===== config.mk =====
export PLATFORM = sky130hd
export DESIGN_NAME = bram_logger
export DESIGN_NICKNAME = d
export VERILOG_FILES = /design/src/rtl/bram_logger_pkg.sv /design/src/rtl/bram_logger.sv
export SDC_FILE = /design/constraint.sdc
export NUM_CORES = 1
export LEC_CHECK = 0
export ABC_CLOCK_PERIOD_IN_PS = 5000
export CORE_MARGIN = 1
export CORE_UTILIZATION = 25
export DETAILED_ROUTE_END_ITERATION = 10
export DONT_BUFFER_PORTS = 1
export SLEW_MARGIN = 20
export SYNTH_ARGS = -nofsm -noshare
export SYNTH_HDL_FRONTEND = slang
export SYNTH_SLANG_ARGS = --single-unit

===== constraint.sdc =====
create_clock -name clk -period 5 [get_ports clk]
set_clock_uncertainty 0.05 [all_clocks]
set_input_delay 0.5 -clock clk [delete_from_list [all_inputs] [get_ports clk]]
set_output_delay 0.5 -clock clk [all_outputs]
set_load 0.05 [all_outputs]

===== src/rtl/bram_logger_pkg.sv =====
// Shared definitions for the BRAM capture logger.
package bram_logger_pkg;

    // Capture controller states
    typedef enum logic [1:0] {
        IDLE = 2'd0,
        LOG  = 2'd1,
        DONE = 2'd2
    } state_e;

endpackage


===== src/rtl/bram_logger.sv =====
// Streams valid samples into an external BRAM from address 0 upward until the
// memory is full or the capture is stopped, then serves random-access reads.
module bram_logger
    import bram_logger_pkg::*;
#(
    parameter int BRAM_ADDR_WIDTH = 15,
    parameter int BRAM_DATA_WIDTH = 16
) (
    input  logic                       clk,
    input  logic                       rst_n,
    input  logic                       i_run,
    input  logic                       i_stop,
    input  logic [BRAM_DATA_WIDTH-1:0] i_data,
    input  logic                       i_data_valid,
    input  logic                       i_rd_req,
    input  logic [BRAM_ADDR_WIDTH-1:0] i_rd_addr,
    output logic [BRAM_DATA_WIDTH-1:0] o_rd_data,
    output logic                       o_rd_valid,
    output logic                       o_busy,
    output logic                       o_full,
    output logic [BRAM_ADDR_WIDTH:0]   o_count,
    output logic [BRAM_ADDR_WIDTH-1:0] addr,
    output logic                       chipselect_n,
    output logic                       write_n,
    output logic                       read_n,
    output logic [BRAM_DATA_WIDTH-1:0] bram_data_in,
    input  logic [BRAM_DATA_WIDTH-1:0] bram_data_out
);

    state_e                       state_q, state_d;
    logic [BRAM_ADDR_WIDTH:0]     count_q, count_d;
    logic [BRAM_ADDR_WIDTH-1:0]   wr_ptr;
    logic [BRAM_ADDR_WIDTH-1:0]   addr_d;
    logic [BRAM_DATA_WIDTH-1:0]   din_d;
    logic                         cs_n_d, wr_n_d, rd_n_d;
    logic                         rd_acc;
    // Stage 0: read drive registered toward the BRAM; stage 1: BRAM data ready
    logic [1:0]                   rd_pipe_q;

    // The write pointer is always the count of words written so far
    assign wr_ptr = count_q[BRAM_ADDR_WIDTH-1:0];

    // State register
    always_ff @(posedge clk or negedge rst_n) begin
        if (!rst_n) state_q <= IDLE;
        else        state_q <= state_d;
    end

    // Next state and next BRAM drive; address/data hold when idle to cut toggling
    always_comb begin
        state_d = state_q;
        count_d = count_q;
        cs_n_d  = 1'b1;
        wr_n_d  = 1'b1;
        rd_n_d  = 1'b1;
        addr_d  = addr;
        din_d   = bram_data_in;
        rd_acc  = 1'b0;
        case (state_q)
            IDLE: begin
                if (i_run) begin
                    state_d = LOG;
                    count_d = '0;
                end
            end
            LOG: begin
                if (i_data_valid) begin
                    cs_n_d  = 1'b0;
                    wr_n_d  = 1'b0;
                    addr_d  = wr_ptr;
                    din_d   = i_data;
                    count_d = count_q + 1'b1;
                    // Last location written: stop rather than wrap
                    if (wr_ptr == {BRAM_ADDR_WIDTH{1'b1}}) state_d = DONE;
                end
                if (i_stop) state_d = DONE;
            end
            DONE: begin
                // A new capture takes priority; a same-cycle read is dropped
                if (i_run) begin
                    state_d = LOG;
                    count_d = '0;
                end else if (i_rd_req) begin
                    cs_n_d = 1'b0;
                    rd_n_d = 1'b0;
                    addr_d = i_rd_addr;
                    rd_acc = 1'b1;
                end
            end
            default: state_d = IDLE;
        endcase
    end

    // Registered BRAM port drive, word count and read-latency tracking
    always_ff @(posedge clk or negedge rst_n) begin
        if (!rst_n) begin
            count_q      <= '0;
            chipselect_n <= 1'b1;
            write_n      <= 1'b1;
            read_n       <= 1'b1;
            addr         <= '0;
            bram_data_in <= '0;
            rd_pipe_q    <= '0;
        end else begin
            count_q      <= count_d;
            chipselect_n <= cs_n_d;
            write_n      <= wr_n_d;
            read_n       <= rd_n_d;
            addr         <= addr_d;
            bram_data_in <= din_d;
            rd_pipe_q    <= {rd_pipe_q[0], rd_acc};
        end
    end

    // BRAM output register is the data register; gate it so it reads 0 when invalid
    assign o_rd_valid = rd_pipe_q[1];
    assign o_rd_data  = rd_pipe_q[1] ? bram_data_out : '0;
    assign o_busy     = (state_q == LOG);
    assign o_full     = (state_q == DONE);
    assign o_count    = count_q;

endmodule


==> impl_metrics.ini <==
[status]
status = finished clean

[synthesis]
syn_avg_cell_area_um2 = 10.6
yosysSeqAreaShare_pct = 51.9
synth_mux_area_share_pct = 13.8
synth_common_cells = 51 x dfrtp_1, 25 x a21oi_1, 20 x nor2_1
synth_top_area_cell = dfrtp_1
synth_seq_cells = 54
ys.flop_type = dfrtp_1
netlist_area_mm2 = 0.00261
synth_top_family_by_area = simple AND/OR/NAND/NOR gates
synth_compound_area_share_pct = 11.0
synth_cell_type_count = 35
synthSimpleGateAreaFrac_pct = 18.2
synth_top_area_share_pct = 48.9
post_synth_fa_ha_maj_area_fraction_pct = 2.39
synth_area_leaders = dfrtp_1 49%, mux2i_1 6.9%, mux2_2 6.9%
syn-num-nets = 305
synth-edff-count = 0
async_flop_share_pct = 100
yosys.cell_count.top_type = dfrtp_1
synth-xor-area-share_pct = 0
ys_warn_count = 0
synthCells = 247

[place]
hpwl_um = 4430
placed_cells_incl_taps = 370
pre_cts_ws_ns = 2.07
io_buffers = 0
gp_congestion = 0.755

[min_path]
min_path_cells = 1
holdCritStartpoint = i_data[1]
hp-class = in2reg
min_to = bram_data_in[1]

[power]
peakVddDrop_mv = 0.227
p_leak_nw = 1.17
powerDensity_mw_per_mm2 = 759

[sta]
final.min_clock_period_ns = 2.71
hold_viol_final = 0
setup_viol = 0
max_freq_mhz = 369
slew_headroom_pct = 37.9
tns_ns = 0
finalCritPeriodShare_pct = 54.2
worst_slack_ns = 2.29
worst_slew_pin_slew_ns = 0.931
rsz0062_at_grt = false
final_max_slew_viol_count = 0

[cells_and_area]
fin_nets = 305
diodes = 0
drive_gt1_share_pct = 14.1
fin_cells = 381
syn_to_final_growth_pct = 10.8

[worst_setup_path]
path_class = reg2reg
cp.arrival_ns = 2.89
setup.worst_path.end_class = register
timing.rr.end = addr[14]
crit_fanout = 23
path_buf_inv = 2
cp_data_required_time_ns = 5.18
critPathMaxStageDelay_ns = 0.82
critPathSlowestCell = ha_2
path_delay_family = adder cells
critical_path.cell_chain = inv_1 -> ha_2 -> nor2_1 -> a211oi_4 -> buf_8 -> nor2_1 -> a21oi_1
r2r_start = state_q[0]
reg2reg_slack_ns = 2.29
rr_worst_depth = 7
startpoint_type = register
path_common_cell = nor2_1

[die]
pin_count = 122
core_mm2 = 0.00995
fp.dieH_um = 104
die_x_um = 104
start_util_pct = 26.2
core.rowCount = 36
die_area_mm2 = 0.0109

[grt]
grt_usage_pct = 11.5
grt_pass1_vias = 1863
grt_pass1_wl_um = 9710
overflow = 0
antenna_found_initial = 0
grt_max_degree = 55

[detailed_routing]
antenna_left = 0
vias = 1846
drt_iter0_drc = 111
routed_wl_um = 6150
drtPass1Iterations = 4
vias_per_cell = 4.85
post-route-drc-count = 0
post_drt_wl_per_cell_um = 16.2

[clocking]
hold_buffers = 2
post_cts_resized = 0
cts.clk_slew.worst_paths_ns = 0.11
cts_buffers = 5
cts_sinks = 54
cts_setup_buffers = 0
cts-root-buf = clkbuf_8
cts_buffer_depth = 2
cts_tree = built
cts_max_level = 2
clk_latency_ns = 0.31

[job]
maxCapViolations = 0
-- metrics by stage --
| stage | power, mW | hold WS (ns) | cell area (um2) | utilization, % |
|---|---|---|---|---|
| 6_report | 2.20 | 0.286 | 2900 | 29.1 |
| 2_1_floorplan | 1.79 | 0.154 | 2610 | - |
| 5_1_grt | 2.34 | 0.261 | 2900 | 29.1 |
| 4_1_cts | 2.21 | 0.269 | 2880 | 28.9 |
| 3_5_place_dp | 1.93 | 0.156 | 2750 | 27.6 |
| 3_3_place_gp | 1.90 | 0.156 | 2750 | 27.6 |
-- placed cells by master, fill, tap and decap left out, types with 2 or more instances in the layout --
| cell type | Yosys | final |
|---|---|---|
| nand2b_1 | 4 | 4 |
| or4_1 | 5 | 5 |
| nand2_1 | 15 | 15 |
| inv_1 | 7 | 7 |
| dfstp_2 | 3 | 3 |
| mux2i_1 | 18 | 18 |
| ha_1 | 5 | 4 |
| nor4_1 | 2 | 2 |
| nand4_1 | 4 | 4 |
| o21ai_0 | 9 | 9 |
| dfrtp_1 | 51 | 51 |
| or2_2 | 2 | 2 |
| nor3_1 | 4 | 4 |
| and3_1 | 3 | 3 |
| clkbuf_8 | 0 | 5 |
| nand3_1 | 7 | 7 |
| and2_1 | 17 | 17 |
| mux2_2 | 16 | 16 |
| a21oi_1 | 25 | 25 |
| and4_1 | 3 | 3 |
| nor2_1 | 20 | 20 |
| o31ai_1 | 7 | 7 |
| clkinv_4 | 0 | 3 |
-- logic make-up after synthesis --
group	count (synthesis)
AO/OA/AOI/OAI	48
adder cells (fa/ha/maj)	5
buffers and inverters	17
flip-flops	54
multiplexers	34
AND/OR/NAND/NOR	89
-- flip-flops by register name, summed over array words and instances (netlist names) --
signal and count:
bram_data_in 16, rd_pipe_q 2, addr 15, state_q 2, read_n 1, chipselect_n 1
write_n 1, o_count 16
-- worst register-to-register path, cell delays in order, from the launching register on --
cell      delay [ns]
dfrtp_1         0.42
inv_1           0.13
ha_2            0.82
nor2_1          0.19
a211oi_4        0.61
buf_8           0.24
nor2_1          0.06
a21oi_1         0.13
-- worst max-delay path by stage --
stage,startpoint,endpoint,cells past startpoint,slack (ns)
CTS,state_q[0],addr[14],6,2.05
global placement,state_q[0],addr[1],5,2.19
detailed placement,state_q[0],addr[4],6,2.07
floorplan,state_q[0],o_count[10],7,2.65
finish,state_q[0],addr[14],7,2.29
global route,state_q[0],addr[13],7,2.05
-- final cells by class --
| class | count | area [um2] |
|---|---|---|
| repair buffers | 3 | 52.6 |
| well taps | 133 | 166 |
| clock buffers | 5 | 68.8 |
| inverters | 7 | 26.3 |
| fillers | 1009 | 7060 |
| multi-input cells | 176 | 1200 |
| flip-flops and latches | 54 | 1360 |
| clock inverters | 3 | 26.3 |
-- metal layers --
layer | vias up | wire length [um] | track usage (%) | share of wire (%)
li1 | 877 | - | - | -
met1 | 888 | 2670 | 13.6 | 43
met2 | 77 | 2960 | 19.1 | 48
met3 | 4 | 449 | 3.57 | 7.3
met4 | 0 | 78 | 4.59 | 1.3
met5 | - | 0 | 0 | 0
-- power breakdown --
| part | leakage [nW] | switching [mW] | internal, mW |
|---|---|---|---|
| logic | 0.446 | 0.422 | 0.270 |
| registers | 0.674 | 0.652 | 0.598 |
| clock network | 0.0483 | 0.154 | 0.102 |
| total | 1.17 | 1.23 | 0.969 |
No activity file was read; power rests on OpenSTA's default activity.
